`src/rtl/fetch_stage.sv`:
```
// Instruction-fetch stage: owns the PC, drives the synchronous-read imem,
// and holds the IF/ID register with a one-entry skid for stalls.
module fetch_stage #(
  parameter int          DBITS               = 32,
  parameter int          INST_BIT_WIDTH      = 32,
  parameter logic [31:0] INST_SIZE           = 32'd4,
  parameter logic [31:0] START_PC            = 32'h40,
  parameter int          IMEM_ADDR_BIT_WIDTH = 11,
  parameter int          REG_INDEX_BIT_WIDTH = 4,
  parameter int          OP_BIT_WIDTH        = 4
) (
  input  logic                           clk,
  input  logic                           reset,
  input  logic                           stall,
  input  logic                           redirect_valid,
  input  logic [DBITS-1:0]               redirect_pc,
  output logic [IMEM_ADDR_BIT_WIDTH-1:0] imem_addr,
  input  logic [INST_BIT_WIDTH-1:0]      imem_data,
  output logic                           inst_valid,
  output logic [INST_BIT_WIDTH-1:0]      inst_out,
  output logic [DBITS-1:0]               pc_out,
  output logic [DBITS-1:0]               pc_plus4,
  output logic [OP_BIT_WIDTH-1:0]        op1,
  output logic [OP_BIT_WIDTH-1:0]        op2,
  output logic [REG_INDEX_BIT_WIDTH-1:0] rd,
  output logic [REG_INDEX_BIT_WIDTH-1:0] rs1,
  output logic [REG_INDEX_BIT_WIDTH-1:0] rs2,
  output logic [15:0]                    imm16
);

  logic [DBITS-1:0]          fpc;
  logic [DBITS-1:0]          dpc;
  logic                      dvalid;
  logic [INST_BIT_WIDTH-1:0] skid_inst;
  logic                      skid_valid;
  logic [DBITS-1:0]          redirect_aligned;
  logic [DBITS-1:0]          fpc_next_seq;

  assign redirect_aligned = redirect_pc & ~(DBITS'(3));
  assign fpc_next_seq     = fpc + DBITS'(INST_SIZE);

  // fetch PC, in-flight tag, skid and IF/ID; priority reset > redirect > stall
  always_ff @(posedge clk or posedge reset) begin
    if (reset) begin
      fpc        <= DBITS'(START_PC);
      dpc        <= '0;
      dvalid     <= 1'b0;
      skid_inst  <= '0;
      skid_valid <= 1'b0;
      inst_valid <= 1'b0;
      inst_out   <= '0;
      pc_out     <= '0;
    end else if (redirect_valid) begin
      fpc        <= redirect_aligned;
      dvalid     <= 1'b0;
      skid_valid <= 1'b0;
      inst_valid <= 1'b0;
    end else if (stall) begin
      if (dvalid && !skid_valid) begin
        skid_inst  <= imem_data;
        skid_valid <= 1'b1;
      end
    end else begin
      // imem has been re-reading fpc while stalled, so the sequence resumes at fpc
      if (skid_valid) begin
        inst_out   <= skid_inst;
        inst_valid <= 1'b1;
        skid_valid <= 1'b0;
      end else begin
        inst_out   <= imem_data;
        inst_valid <= dvalid;
      end
      pc_out <= dpc;
      dpc    <= fpc;
      dvalid <= 1'b1;
      fpc    <= fpc_next_seq;
    end
  end

  assign imem_addr = fpc[IMEM_ADDR_BIT_WIDTH+1:2];
  assign pc_plus4  = pc_out + DBITS'(INST_SIZE);

  assign op1   = inst_out[31:28];
  assign op2   = inst_out[27:24];
  assign rd    = inst_out[23:20];
  assign rs1   = inst_out[19:16];
  assign rs2   = inst_out[15:12];
  assign imm16 = inst_out[15:0];

endmodule

```
`config.mk`:
```
export PLATFORM = sky130hd
export DESIGN_NAME = fetch_stage
export DESIGN_NICKNAME = d
export VERILOG_FILES = /design/src/rtl/fetch_stage.sv
export SDC_FILE = /design/constraint.sdc
export NUM_CORES = 1
export LEC_CHECK = 0
export CAP_MARGIN = 20
export CORE_MARGIN = 5
export CORE_UTILIZATION = 48
export CTS_CLUSTER_DIAMETER = 80
export DETAILED_ROUTE_END_ITERATION = 12
export HOLD_SLACK_MARGIN = 0.08
export PLACE_DENSITY = 0.8
export SYNTH_ARGS = -nofsm -noshare
export SYNTH_HDL_FRONTEND = slang
export SYNTH_SLANG_ARGS = --single-unit
```
`constraint.sdc`:
```
create_clock -name clk -period 7.11 [get_ports clk]
set_input_delay 1.7775 -clock clk [delete_from_list [all_inputs] [get_ports clk]]
set_output_delay 1.7775 -clock clk [all_outputs]
set_load 0.1 [all_outputs]
```
Word-level counts from Yosys, hierarchy flattened
Cells that the tools add are included.
{"block": "op_classes", "add_sub_neg": 2, "n_eq_ne": 2, "muxes": 11, "bitwise_logic": 2, "reduce_logical": 4}
{"operator": "two-way mux 32 bit", "n": 3}
{"operator": "adder 32 x 3 -> 32 bit, second input constant", "n": 2}
{"operator": "two-way mux 1 bit", "n": 8}
{"operator": "!= test 3 x 1 -> 1 bit, second input constant", "n": 1}
{"operator": "AND reduction 3 bit", "n": 1}
{"operator": "!= test 2 x 1 -> 1 bit, second input constant", "n": 1}
{"operator": "inverter 1 bit", "n": 2}
{"operator": "AND reduction 2 bit", "n": 1}
{"operator": "logical AND 1 bit", "n": 1}
{"operator": "logical NOT 1 bit", "n": 1}
{"block": "word_totals", "regBits": 163, "out_inout_bits": 144, "word_cells": 29}

Depth between registers and ports, before layout
Gate-level depths: netlist of the first run.
{"block": "logic_depth", "ltp_word": 5, "mapped_depth": 6}

Worst setup path before layout of the first run
OpenSTA, ideal clock, no wires.
{"block": "synth_timing", "path_type": "reg2out", "startpoint": "register pc_out[3]", "endpoint": "output pc_plus4[28]", "t_arrival_ns": 3.761, "required_ns": 5.332, "setup_slack_ns": 1.572, "stages_incl_launch_ff": 6, "n_path_buf": 0, "path_cell_list": "dfrtp_1 -> ha_1 -> nand3_1 -> nor3_1 -> nand4_1 -> xnor2_1"}
{"block": "synth_between", "elab_chain_cells": 1}
{"element": "start: declaration", "line_no": "21", "rtl": "output logic [DBITS-1:0] pc_out,"}
{"element": "start signal: assignment", "line_no": "73", "rtl": "pc_out <= dpc;"}
{"element": "adder 32 x 3 -> 32 bit", "line_no": "81", "rtl": "assign pc_plus4 = pc_out + DBITS'(INST_SIZE);"}
{"element": "end: declaration", "line_no": "22", "rtl": "output logic [DBITS-1:0] pc_plus4,"}
No other way between the ends.

Final worst setup path of the first run
{"block": "layout_timing", "startpoint": "register pc_out[3]", "endpoint": "output pc_plus4[16]"}
The elaborated chain is that of the path after synthesis.

==> results of run 1 <==
## metal layers
metal	GRT usage, %	vias to the layer above
li1	-	2663
met1	26.9	2733
met2	32.3	206
met3	3.94	35
met4	8.57	0
met5	0	-
## cells in the final DEF, fill, tap and decap left out, types with 2 or more instances in the layout
cell	count
clkdlybuf4s50_1	205
dfrtp_1	155
mux2_2	79
nor2_1	52
nand2_1	39
a21oi_1	34
mux2i_1	33
xnor2_1	28
nand3_1	26
nand4_1	19
o21ai_0	17
clkbuf_16	17
xor2_1	15
nor3_1	10
inv_1	9
mux2_1	8
nor4_1	8
a31oi_1	8
or4_1	7
o21ai_1	6
o31ai_1	6
clkinv_2	5
and3_1	4
conb_1	4
inv_6	3
and4_1	3
o31a_1	3
nand4b_1	3
or4b_1	3
bufinv_16	3
clkbuf_1	3
buf_4	3
nand2b_1	2
o311ai_0	2
ha_1	2
buf_12	2
## final timing paths
kind / cells after the start / startpoint / to
max in group asynchronous: 3 / reset / dpc[15]$_DFFE_PP0P_
min in group asynchronous: 2 / reset / inst_out[14]$_DFFE_PP0P_
worst min-delay path: 1 / skid_inst[2]$_DFFE_PP0P_ / skid_inst[2]$_DFFE_PP0P_
worst max-delay path: 6 / pc_out[3]$_DFFE_PP0P_ / pc_plus4[16]
worst min register to register: 1 / skid_inst[2]$_DFFE_PP0P_ / skid_inst[2]$_DFFE_PP0P_
worst max register to register: 4 / fpc[9]$_DFFE_PP0N_ / fpc[24]$_DFFE_PP0N_
## through the flow
| step | power [mW] | cells | instance area, um2 |
|---|---|---|---|
| 2_1_floorplan | 2.68 | 685 | 7590 |
| 3_3_place_gp | 3.06 | 1025 | 9460 |
| 3_5_place_dp | 3.09 | 1025 | 9460 |
| 4_1_cts | 4.01 | 1057 | 10100 |
| 5_1_grt | 4.12 | 1058 | 10100 |
| 6_report | 3.98 | 1058 | 10100 |
## synthesized netlist by cell type (all sizes together)
cell | number | area share [%]
conb | 1 | 0.049
and3b | 1 | 0.12
and3 | 4 | 0.33
o21ai | 23 | 1.5
dfstp | 1 | 0.35
nor2b | 1 | 0.083
a31oi | 8 | 0.66
or4b | 3 | 0.40
o311ai | 3 | 0.35
nand3b | 1 | 0.099
nor4 | 8 | 0.66
nor3 | 10 | 0.66
mux2i | 33 | 4.4
and4b | 1 | 0.13
o21a | 1 | 0.099
buf | 61 | 5.6
ha | 2 | 0.33
nor4b | 1 | 0.12
xor2 | 15 | 1.7
nand3 | 26 | 1.7
or4 | 7 | 0.69
nor3b | 1 | 0.099
nor2 | 53 | 2.6
xnor2 | 28 | 3.2
o31a | 3 | 0.35
nand4 | 20 | 1.7
nand4b | 3 | 0.35
nand2 | 39 | 1.9
inv | 11 | 0.54
and4 | 3 | 0.35
o31ai | 6 | 0.59
dfrtp | 156 | 52
mux2 | 87 | 13
a211o | 1 | 0.12
clkbuf | 24 | 1.2
a21oi | 34 | 2.2
nand2b | 2 | 0.17
## power breakdown
part           internal (mW)  leakage (nW)  switching, mW
combinational          0.445          1.83           1.40
clock                  0.560         0.291          0.350
sequential              1.06          1.84          0.173
## area by class of cell
type | instances | area (um2) | share of cell area (%)
Clock buffer | 21 | 450 | 4.47
Inverter | 11 | 46.3 | 0.460
Timing Repair Buffer | 210 | 2110 | 21.0
Clock inverter | 11 | 140 | 1.39
Tap cell | 216 | 270 | 2.68
Sequential cell | 157 | 3930 | 39.0
Multi-Input combinational cell | 432 | 3120 | 31.0
## critical path: cells and delay by family (launching register included)
family	cells	cell delay, ns
buffers and inverters	1	1.15
AND/OR/NAND/NOR	3	1.20
adder cells (fa/ha/maj)	1	0.20
XOR/XNOR	1	0.14
flip-flops	1	0.42
## kinds of logic after synthesis
logic type / synth area share [%]
AOI/OAI and AO/OA: 5.93
xor gates and xnor gates: 4.97
adders and majority gates: 0.330
buffers and inverters: 7.35
DFF: 51.8
muxes: 17.3
other: 0.0495
and+or+nand+nor: 12.2
## sequential cells by signal (all words and copies together) (netlist names)
register,cells
pc_out,30
dpc,30
dvalid,1
inst_valid,1
skid_valid,1
inst_out,32
skid_inst,32
fpc,30
==> out/metrics.csv, run 1 <==
stage,metric,value,unit
finish,drive_gt1_share,14.3,%
global_routing,grt.total_usage,20.2,%
routing,wl_met1,7870,um
clocking,post-cts-setup-buffers,0,
finish,fin_util,64.1,%
timing,fin_tns_setup,0,ns
clocking,cts_buffers,17,
timing,tightestPinTransition,1.06,ns
global_routing,grt_pass1_wl,29100,um
routing,viasPerCell,5.33,
worst_setup_path,crit_path_end_kind,output port,
routing,routed_wl,18500,um
timing,hold_slack,0.488,ns
logic_synthesis,ys_seq_area_share,51.8,%
global_routing,grt_max_degree,92,
routing,drc_errors,0,
logic_synthesis,syn-instance-count,682,
routing,wl_met2,9070,um
timing,period_share,74.7,%
finish,nets,899,
clocking,clock_latency,0.42,ns
floorplanning,core,15700,um2
routing,highest_layer,met4,
timing,rsz0062_at_grt,no,
floorplanning,dieArea,18400,um2
floorplanning,num_rows,46,
worst_setup_path,cp_max_fo,7,
worst_setup_path,critPathSlowestCell,clkdlybuf4s50_1,
run,max_cap_violations,0,
timing,min_period,5.31,ns
worst_setup_path,slowest_delay,1.15,ns
worst_setup_path,cp.arrival,3.54,ns
routing,dr_wl_met3,1090,um
placement,dp_hpwl,13100,um
timing,fmax,0.188,GHz
clocking,h-tree-depth,4,
routing,ant_nets,0,
logic_synthesis,yosysWarnings,0,
power,powerDensity,396,nW/um2
worst_setup_path,crit_chain,ha_1 -> nand3_1 -> nor3_1 -> and3_1 -> xor2_1 -> clkdlybuf4s50_1,
timing,maxSlewHeadroom,29.2,%
logic_synthesis,ys_types,44,
routing,dr.pass1.iters,4,
timing,setup_violations,0,
run_status,run_status,"finished, final reports clean",
floorplanning,die_h,136,um
placement,post-place-ws,2.19,ns
worst_setup_path,start_kind,flip-flop,
worst_setup_path,r2r_slack,4.55,ns
clocking,clkTransAtPathRegs,0.06,ns
timing,fin_ws,1.80,ns
placement,routabilityCongestion,0.817,
logic_synthesis,synth.avg_cell_area,11.1,um2
timing,finalHoldViolCount,0,
floorplanning,io_pins,212,
timing,skew,0.00607,ns
placement,port_buffers,205,
finish,nFillCells,1227,
finish,syn2layout_area_growth,32.9,%
timing,finalMaxSlewViolations,0,
clocking,cts_root_buf,clkbuf_16,
floorplanning,start_util,48.2,%
finish,diodes,0,
logic_synthesis,ys_ff_latch,157,
clocking,cts_tree,done,
logic_synthesis,synth_area,7580,um2
global_routing,antenna_found_initial,0,
routing,drtIter0Drc,376,
clocking,clkSinkCount,157,
floorplanning,fp.dieW,136,um
clocking,clockBufferDepth,2,
global_routing,grt_pass1_vias,5343,
power,irDropWorstVdd,0.000188,V
clocking,ctsResizeCount,0,
routing,vias,5637,
clocking,hold_buffers,0,
global_routing,gr-total-overflow,0,
routing,wire_per_inst,17.5,um
worst_setup_path,critPathKind,flip-flop to output port,
worst_setup_path,critPathRequiredTime,5.33,ns
hold_path,min_path_type,flip-flop to flip-flop,
power,p_leak,3.97,nW
(Power assumes the default switching activity.)
==> inputs of run 2 (changes only) <==
--- a/config.mk
+++ b/config.mk
@@ -7,11 +7,11 @@
 export LEC_CHECK = 0
 export CAP_MARGIN = 20
 export CORE_MARGIN = 5
-export CORE_UTILIZATION = 48
+export CORE_UTILIZATION = 44
 export CTS_CLUSTER_DIAMETER = 80
 export DETAILED_ROUTE_END_ITERATION = 12
 export HOLD_SLACK_MARGIN = 0.08
-export PLACE_DENSITY = 0.8
+export PLACE_DENSITY = 0.77
 export SYNTH_ARGS = -nofsm -noshare
 export SYNTH_HDL_FRONTEND = slang
 export SYNTH_SLANG_ARGS = --single-unit
==> constraint.sdc (replaced) <==
create_clock -name clk -period 4.8 [get_ports clk]
set_input_delay 1.2 -clock clk [delete_from_list [all_inputs] [get_ports clk]]
set_output_delay 1.2 -clock clk [all_outputs]
set_load 0.1 [all_outputs]
==> out/metrics.csv, run 2 (synthesized netlist as in run 1, its figures left out) <==
stage,metric,value,unit,change
global_routing,grt.total_usage,18.7,%,-1.4 points
floorplanning,die_h,141,um,+4.1%
placement,place_area,9530,um2,+0.74%
finish,final_cell_mix,"clkdlybuf4s50_1 (179), dfrtp_1 (155), mux2_2 (79), nor2_1 (52), nand2_1 (39)",,
worst_setup_path,cp.arrival,2.76,ns,-0.78 ns
finish,fin_util,59.2,%,-4.9 points
timing,fin_tns_setup,0,ns,unchanged
floorplanning,start_util,44.3,%,-4.0 points
clocking,cts_root_buf,clkbuf_16,,
timing,maxSlewHeadroom,29.8,%,+0.53 points
routing,drtIter0Drc,328,,-13%
clocking,hold_buffers,0,,unchanged
clocking,post-cts-setup-buffers,0,,unchanged
worst_setup_path,critPathSlowestCell,nor3_1,,
worst_setup_path,crit_start,pc_out[3]$_DFFE_PP0P_,,
power,powerDensity,581,nW/um2,+47%
clocking,clock_latency,0.42,ns,about the same
worst_setup_path,path_buf_inv,1,,unchanged
placement,dp_hpwl,13600,um,+3.8%
clocking,cts_buffers,17,,unchanged
timing,period_share,82.4,%,
routing,vias,5646,,+0.16%
global_routing,grt_max_degree,130,,+41%
global_routing,grt_pass1_vias,5452,,+2.0%
timing,finalHoldViolCount,0,,unchanged
timing,min_period,3.96,ns,
global_routing,gr-total-overflow,0,,unchanged
clocking,clockBufferDepth,2,,unchanged
finish,final_cells,1071,,+1.2%
placement,placedCellCount,1038,,+1.3%
run,max_cap_violations,0,,unchanged
placement,port_buffers,205,,unchanged
floorplanning,core,17100,um2,+8.9%
global_routing,antenna_found_initial,0,,unchanged
worst_setup_path,critPathRequiredTime,3.60,ns,-1.73 ns
clocking,cts_tree,done,,
finish,multi_input_area,3200,um2,+2.6%
floorplanning,num_rows,48,,+4.3%
power,irDropWorstVdd,0.000287,V,+52%
routing,viasPerCell,5.27,,-1.1%
worst_setup_path,slowest_delay,0.73,ns,-0.42 ns
worst_setup_path,crit_path_end_kind,output port,,
timing,fin_ws,0.844,ns,-0.952 ns
routing,wire_per_inst,17.5,um,-0.26%
hold_path,min_path_type,flip-flop to flip-flop,,
routing,routed_wl,18700,um,+0.97%
routing,dr.pass1.iters,5,,+1
routing,ant_nets,0,,unchanged
finish,layout_commonest_cell,clkdlybuf4s50_1,,
placement,routabilityCongestion,0.894,,+9.4%
finish,nets,903,,+0.44%
routing,drc_errors,0,,unchanged
floorplanning,fp.dieW,141,um,+4.1%
clocking,clkTransAtPathRegs,0.06,ns,about the same
floorplanning,io_pins,212,,unchanged
clocking,h-tree-depth,4,,unchanged
timing,tightestPinTransition,1.05,ns,-0.00797 ns
finish,seq_area,3930,um2,unchanged
worst_setup_path,crit_chain,ha_1 -> nand3_1 -> nor3_1 -> and3_1 -> xor2_2 -> buf_4,,
timing,finalMaxSlewViolations,0,,unchanged
timing,rsz0062_at_grt,no,,
worst_setup_path,critPathKind,flip-flop to output port,,
timing,skew,0.0103,ns,+0.00423 ns
timing,fmax,0.253,GHz,
worst_setup_path,start_kind,flip-flop,,
worst_setup_path,crit_family,simple AND/OR/NAND/NOR gates,,
clocking,clkSinkCount,157,,unchanged
run_status,run_status,"finished, final reports clean",,
hold_path,hold_start,skid_inst[1]$_DFFE_PP0P_,,
placement,post-place-ws,1.26,ns,-0.930 ns
finish,nFillCells,1430,,+17%
global_routing,grt_pass1_wl,29800,um,+2.4%
worst_setup_path,cp_max_fo,7,,unchanged
finish,drive_gt1_share,19.4,%,+5.1 points
finish,fin_area,10100,um2,+0.65%
floorplanning,dieArea,20000,um2,+8.4%
timing,setup_violations,0,,unchanged
finish,syn2layout_area_growth,33.7,%,
finish,diodes,0,,unchanged
finish,top_regs,"inst_out: 32 flops, skid_inst: 32 flops",,
power,p_leak,4.08,nW,+2.7%
worst_setup_path,r2r-start,fpc[9]$_DFFE_PP0N_,,
clocking,ctsResizeCount,0,,unchanged
==> run 2: layer usage <==
metal	track usage [%]	share of wire [%]
met5	0	0
met4	7.75	3.1
met3	3.57	5.1
met2	29.8	48
met1	25.3	44
==> run 2: worst paths after layout <==
| check | end | slack (ns) | cells past startpoint |
|---|---|---|---|
| worst min-delay path | skid_inst[1]$_DFFE_PP0P_ | 0.48 | 1 |
| worst max-delay path | pc_plus4[16] | 0.84 | 6 |
| worst min register to register | skid_inst[1]$_DFFE_PP0P_ | 0.48 | 1 |
| min in group asynchronous | pc_out[10]$_DFFE_PP0P_ | 1.02 | 2 |
| max in group asynchronous | fpc[6]$_DFFE_PP1N_ | 3.01 | 4 |
| worst max register to register | fpc[28]$_DFFE_PP0N_ | 2.30 | 4 |
==> run 2: power by group <==
| part | switching (mW) | total, mW | internal (mW) |
|---|---|---|---|
| clock | 0.569 | 1.32 | 0.754 |
| combinational | 2.07 | 2.73 | 0.654 |
| sequential | 0.267 | 1.83 | 1.57 |
==> run 2: layout make-up <==
cell class | count | share of cell area [%]
clock buffers | 19 | 4.47
clock inverters | 13 | 1.31
inverters | 11 | 0.444
multi-input cells | 432 | 31.6
flip-flops and latches | 157 | 38.8
well taps | 225 | 2.78
repair buffers | 214 | 20.6
==> run 2: per-stage QoR <==
stage	hold WS (ns)	total power, mW
after floorplan	0.446	3.99
after global placement	0.461	4.55
after detailed placement	0.475	4.59
after CTS	0.489	5.92
after global routing	0.502	6.08
final	0.484	5.88
==> run 2: worst reg2reg max path, cell delays in order, from the launching register on <==
cell	delay (ns)
dfrtp_1	0.49
nand4_1	0.37
or4_1	0.79
or4_1	0.58
a31oi_1	0.18
==> inputs of run 3 (changes only) <==
==> constraint.sdc (replaced) <==
create_clock -name clk -period 3.2 [get_ports clk]
set_input_delay 0.8 -clock clk [delete_from_list [all_inputs] [get_ports clk]]
set_output_delay 0.8 -clock clk [all_outputs]
set_load 0.1 [all_outputs]
==> out/metrics.csv, run 3 (synthesized netlist as in run 1, its figures left out) <==
stage,metric,value,unit,change
timing,fin_tns_setup,0,ns,unchanged
power,irDropWorstVdd,0.000492,V,+72%
timing,skew,0.00908,ns,-0.00122 ns
clocking,clockBufferDepth,2,,unchanged
placement,port_buffers,205,,unchanged
worst_setup_path,cp.arrival,2.26,ns,-0.50 ns
routing,wire_per_inst,17.2,um,-1.8%
worst_setup_path,start_kind,flip-flop,,
finish,nFillCells,1323,,-7.5%
finish,diodes,0,,unchanged
routing,viasPerCell,5.19,,-1.6%
routing,vias,5603,,-0.76%
placement,placedCellCount,1045,,+0.67%
finish,final_cell_mix,"dfrtp_1 (129), buf_4 (129), mux2_2 (79), clkdlybuf4s50_1 (65), nor2_1 (50)",,
timing,setup_violations,0,,unchanged
floorplanning,num_rows,48,,unchanged
timing,finalHoldViolCount,0,,unchanged
clocking,h-tree-depth,4,,unchanged
clocking,cts_root_buf,clkbuf_16,,
run_status,run_status,"finished, final reports clean",,
global_routing,gr-total-overflow,0,,unchanged
timing,maxSlewHeadroom,60.4,%,+31 points
routing,drc_errors,0,,unchanged
global_routing,grt_pass1_vias,5374,,-1.4%
timing,period_share,95.5,%,
floorplanning,fp.dieW,141,um,unchanged
floorplanning,core,17100,um2,unchanged
routing,ant_nets,0,,unchanged
placement,routabilityCongestion,0.834,,-6.7%
floorplanning,dieArea,20000,um2,unchanged
finish,final_cells,1080,,+0.84%
finish,top_regs,"inst_out: 32 flops, skid_inst: 32 flops",,
global_routing,antenna_found_initial,0,,unchanged
routing,routed_wl,18500,um,-1.0%
global_routing,grt_max_degree,94,,-28%
power,powerDensity,868,nW/um2,+49%
clocking,clkTransAtPathRegs,0.06,ns,about the same
floorplanning,die_h,141,um,unchanged
finish,syn2layout_area_growth,40.7,%,
global_routing,grt-busiest-layer,met2,,
global_routing,gr-usage-met1,25.4,%,+0.084 points
routing,dr.pass1.iters,5,,unchanged
global_routing,met2_usage,29.1,%,-0.75 points
worst_setup_path,critPathRequiredTime,2.40,ns,-1.20 ns
routing,drtIter0Drc,359,,+9.5%
worst_setup_path,cp_max_fo,7,,unchanged
global_routing,grt.total_usage,18.5,%,-0.21 points
hold_path,min_path_type,flip-flop to flip-flop,,
finish,nets,912,,+1.0%
timing,min_period,3.06,ns,
timing,tightestPinTransition,0.594,ns,-0.457 ns
power,finalPower,9.25,mW,+57%
timing,fin_ws,0.143,ns,-0.701 ns
timing,finalMaxSlewViolations,0,,unchanged
clocking,cts_tree,done,,
clocking,clock_latency,0.42,ns,about the same
global_routing,grt_pass1_wl,29400,um,-1.3%
clocking,cts_buffers,17,,unchanged
placement,post-place-ws,0.416,ns,-0.844 ns
finish,drive_gt1_share,38.8,%,+19 points
timing,rsz0062_at_grt,yes,,
run,max_cap_violations,0,,unchanged
floorplanning,start_util,44.3,%,unchanged
worst_setup_path,critPathKind,flip-flop to output port,,
floorplanning,io_pins,212,,unchanged
power,p_leak,4.44,nW,+8.9%
placement,dp_hpwl,13300,um,-2.2%
timing,fmax,0.327,GHz,
clocking,hold_buffers,0,,unchanged
worst_setup_path,crit_path_end_kind,output port,,
global_routing,use_met3,3.98,%,+0.40 points
clocking,clkSinkCount,157,,unchanged
[run 3: cell types whose count changed in the layout (fill, tap and decap cells not counted), moves of 3 or more]
cell and delta:
xor2_4 +3, dfrtp_1 -26, xnor2_2 -6, xnor2_1 -9, clkdlybuf4s50_1 -114, xor2_2 +3
dfrtp_2 +26, xor2_1 -6, clkinv_4 -3, buf_12 +26, buf_4 +97, xnor2_4 +15
[run 3: layer usage]
layer | up-vias | wire [um]
li1 | 2676 | -
met1 | 2710 | 8070
met2 | 185 | 8880
met3 | 32 | 1090
met4 | 0 | 496
met5 | - | 0
[run 3: final timing paths]
| kind | startpoint | end | slack (ns) | cells after the start |
|---|---|---|---|---|
| min in group asynchronous | reset | skid_inst[20]$_DFFE_PP0P_ | 0.84 | 3 |
| min reg2reg | skid_inst[2]$_DFFE_PP0P_ | skid_inst[2]$_DFFE_PP0P_ | 0.49 | 1 |
| max | pc_out[14]$_DFFE_PP0P_ | pc_plus4[25] | 0.14 | 5 |
| max in group asynchronous | reset | pc_out[24]$_DFFE_PP0P_ | 1.89 | 3 |
| min | skid_inst[2]$_DFFE_PP0P_ | skid_inst[2]$_DFFE_PP0P_ | 0.49 | 1 |
| max reg2reg | fpc[9]$_DFFE_PP0N_ | fpc[28]$_DFFE_PP0N_ | 0.89 | 5 |
[run 3: cell type report]
cell class                 instances  area, um2  area share, %
sequential                       157       3960           37.2
multi-input combinational        432       3560           33.4
timing repair buffer             223       2200           20.6
clock buffer                      22        474           4.45
tap                              225        282           2.64
clock inverter                    10        136           1.28
inverter                          11       45.0          0.422
[run 3: metrics by stage]
step	instance area, um2	util, %	hold WS (ns)
final	10700	62.3	0.487
after global routing	10700	62.3	0.503
after CTS	10600	62.0	0.490
after detailed placement	9990	58.4	0.471
after global placement	9990	58.4	0.460
after floorplan	8040	-	0.446
[run 3: report_power, final]
group	switching [mW]	internal, mW
Clock	0.786	1.29
Combinational	3.17	1.19
Sequential	0.447	2.37
Total	4.41	4.84
[run 3: critical path: stages (launching register included)]
cell	delay [ns]
dfrtp_2	0.49
nand4_1	0.28
nor3_1	0.37
nand4_1	0.28
xnor2_4	0.22
buf_12	0.19
[run 3: repair_timing]
item                       CTS  global route
setup endpoints to repair    6            14
setup buffers                0             3
gates resized for setup      1             6
pin swaps                    0             5
hold endpoints to repair     0             0
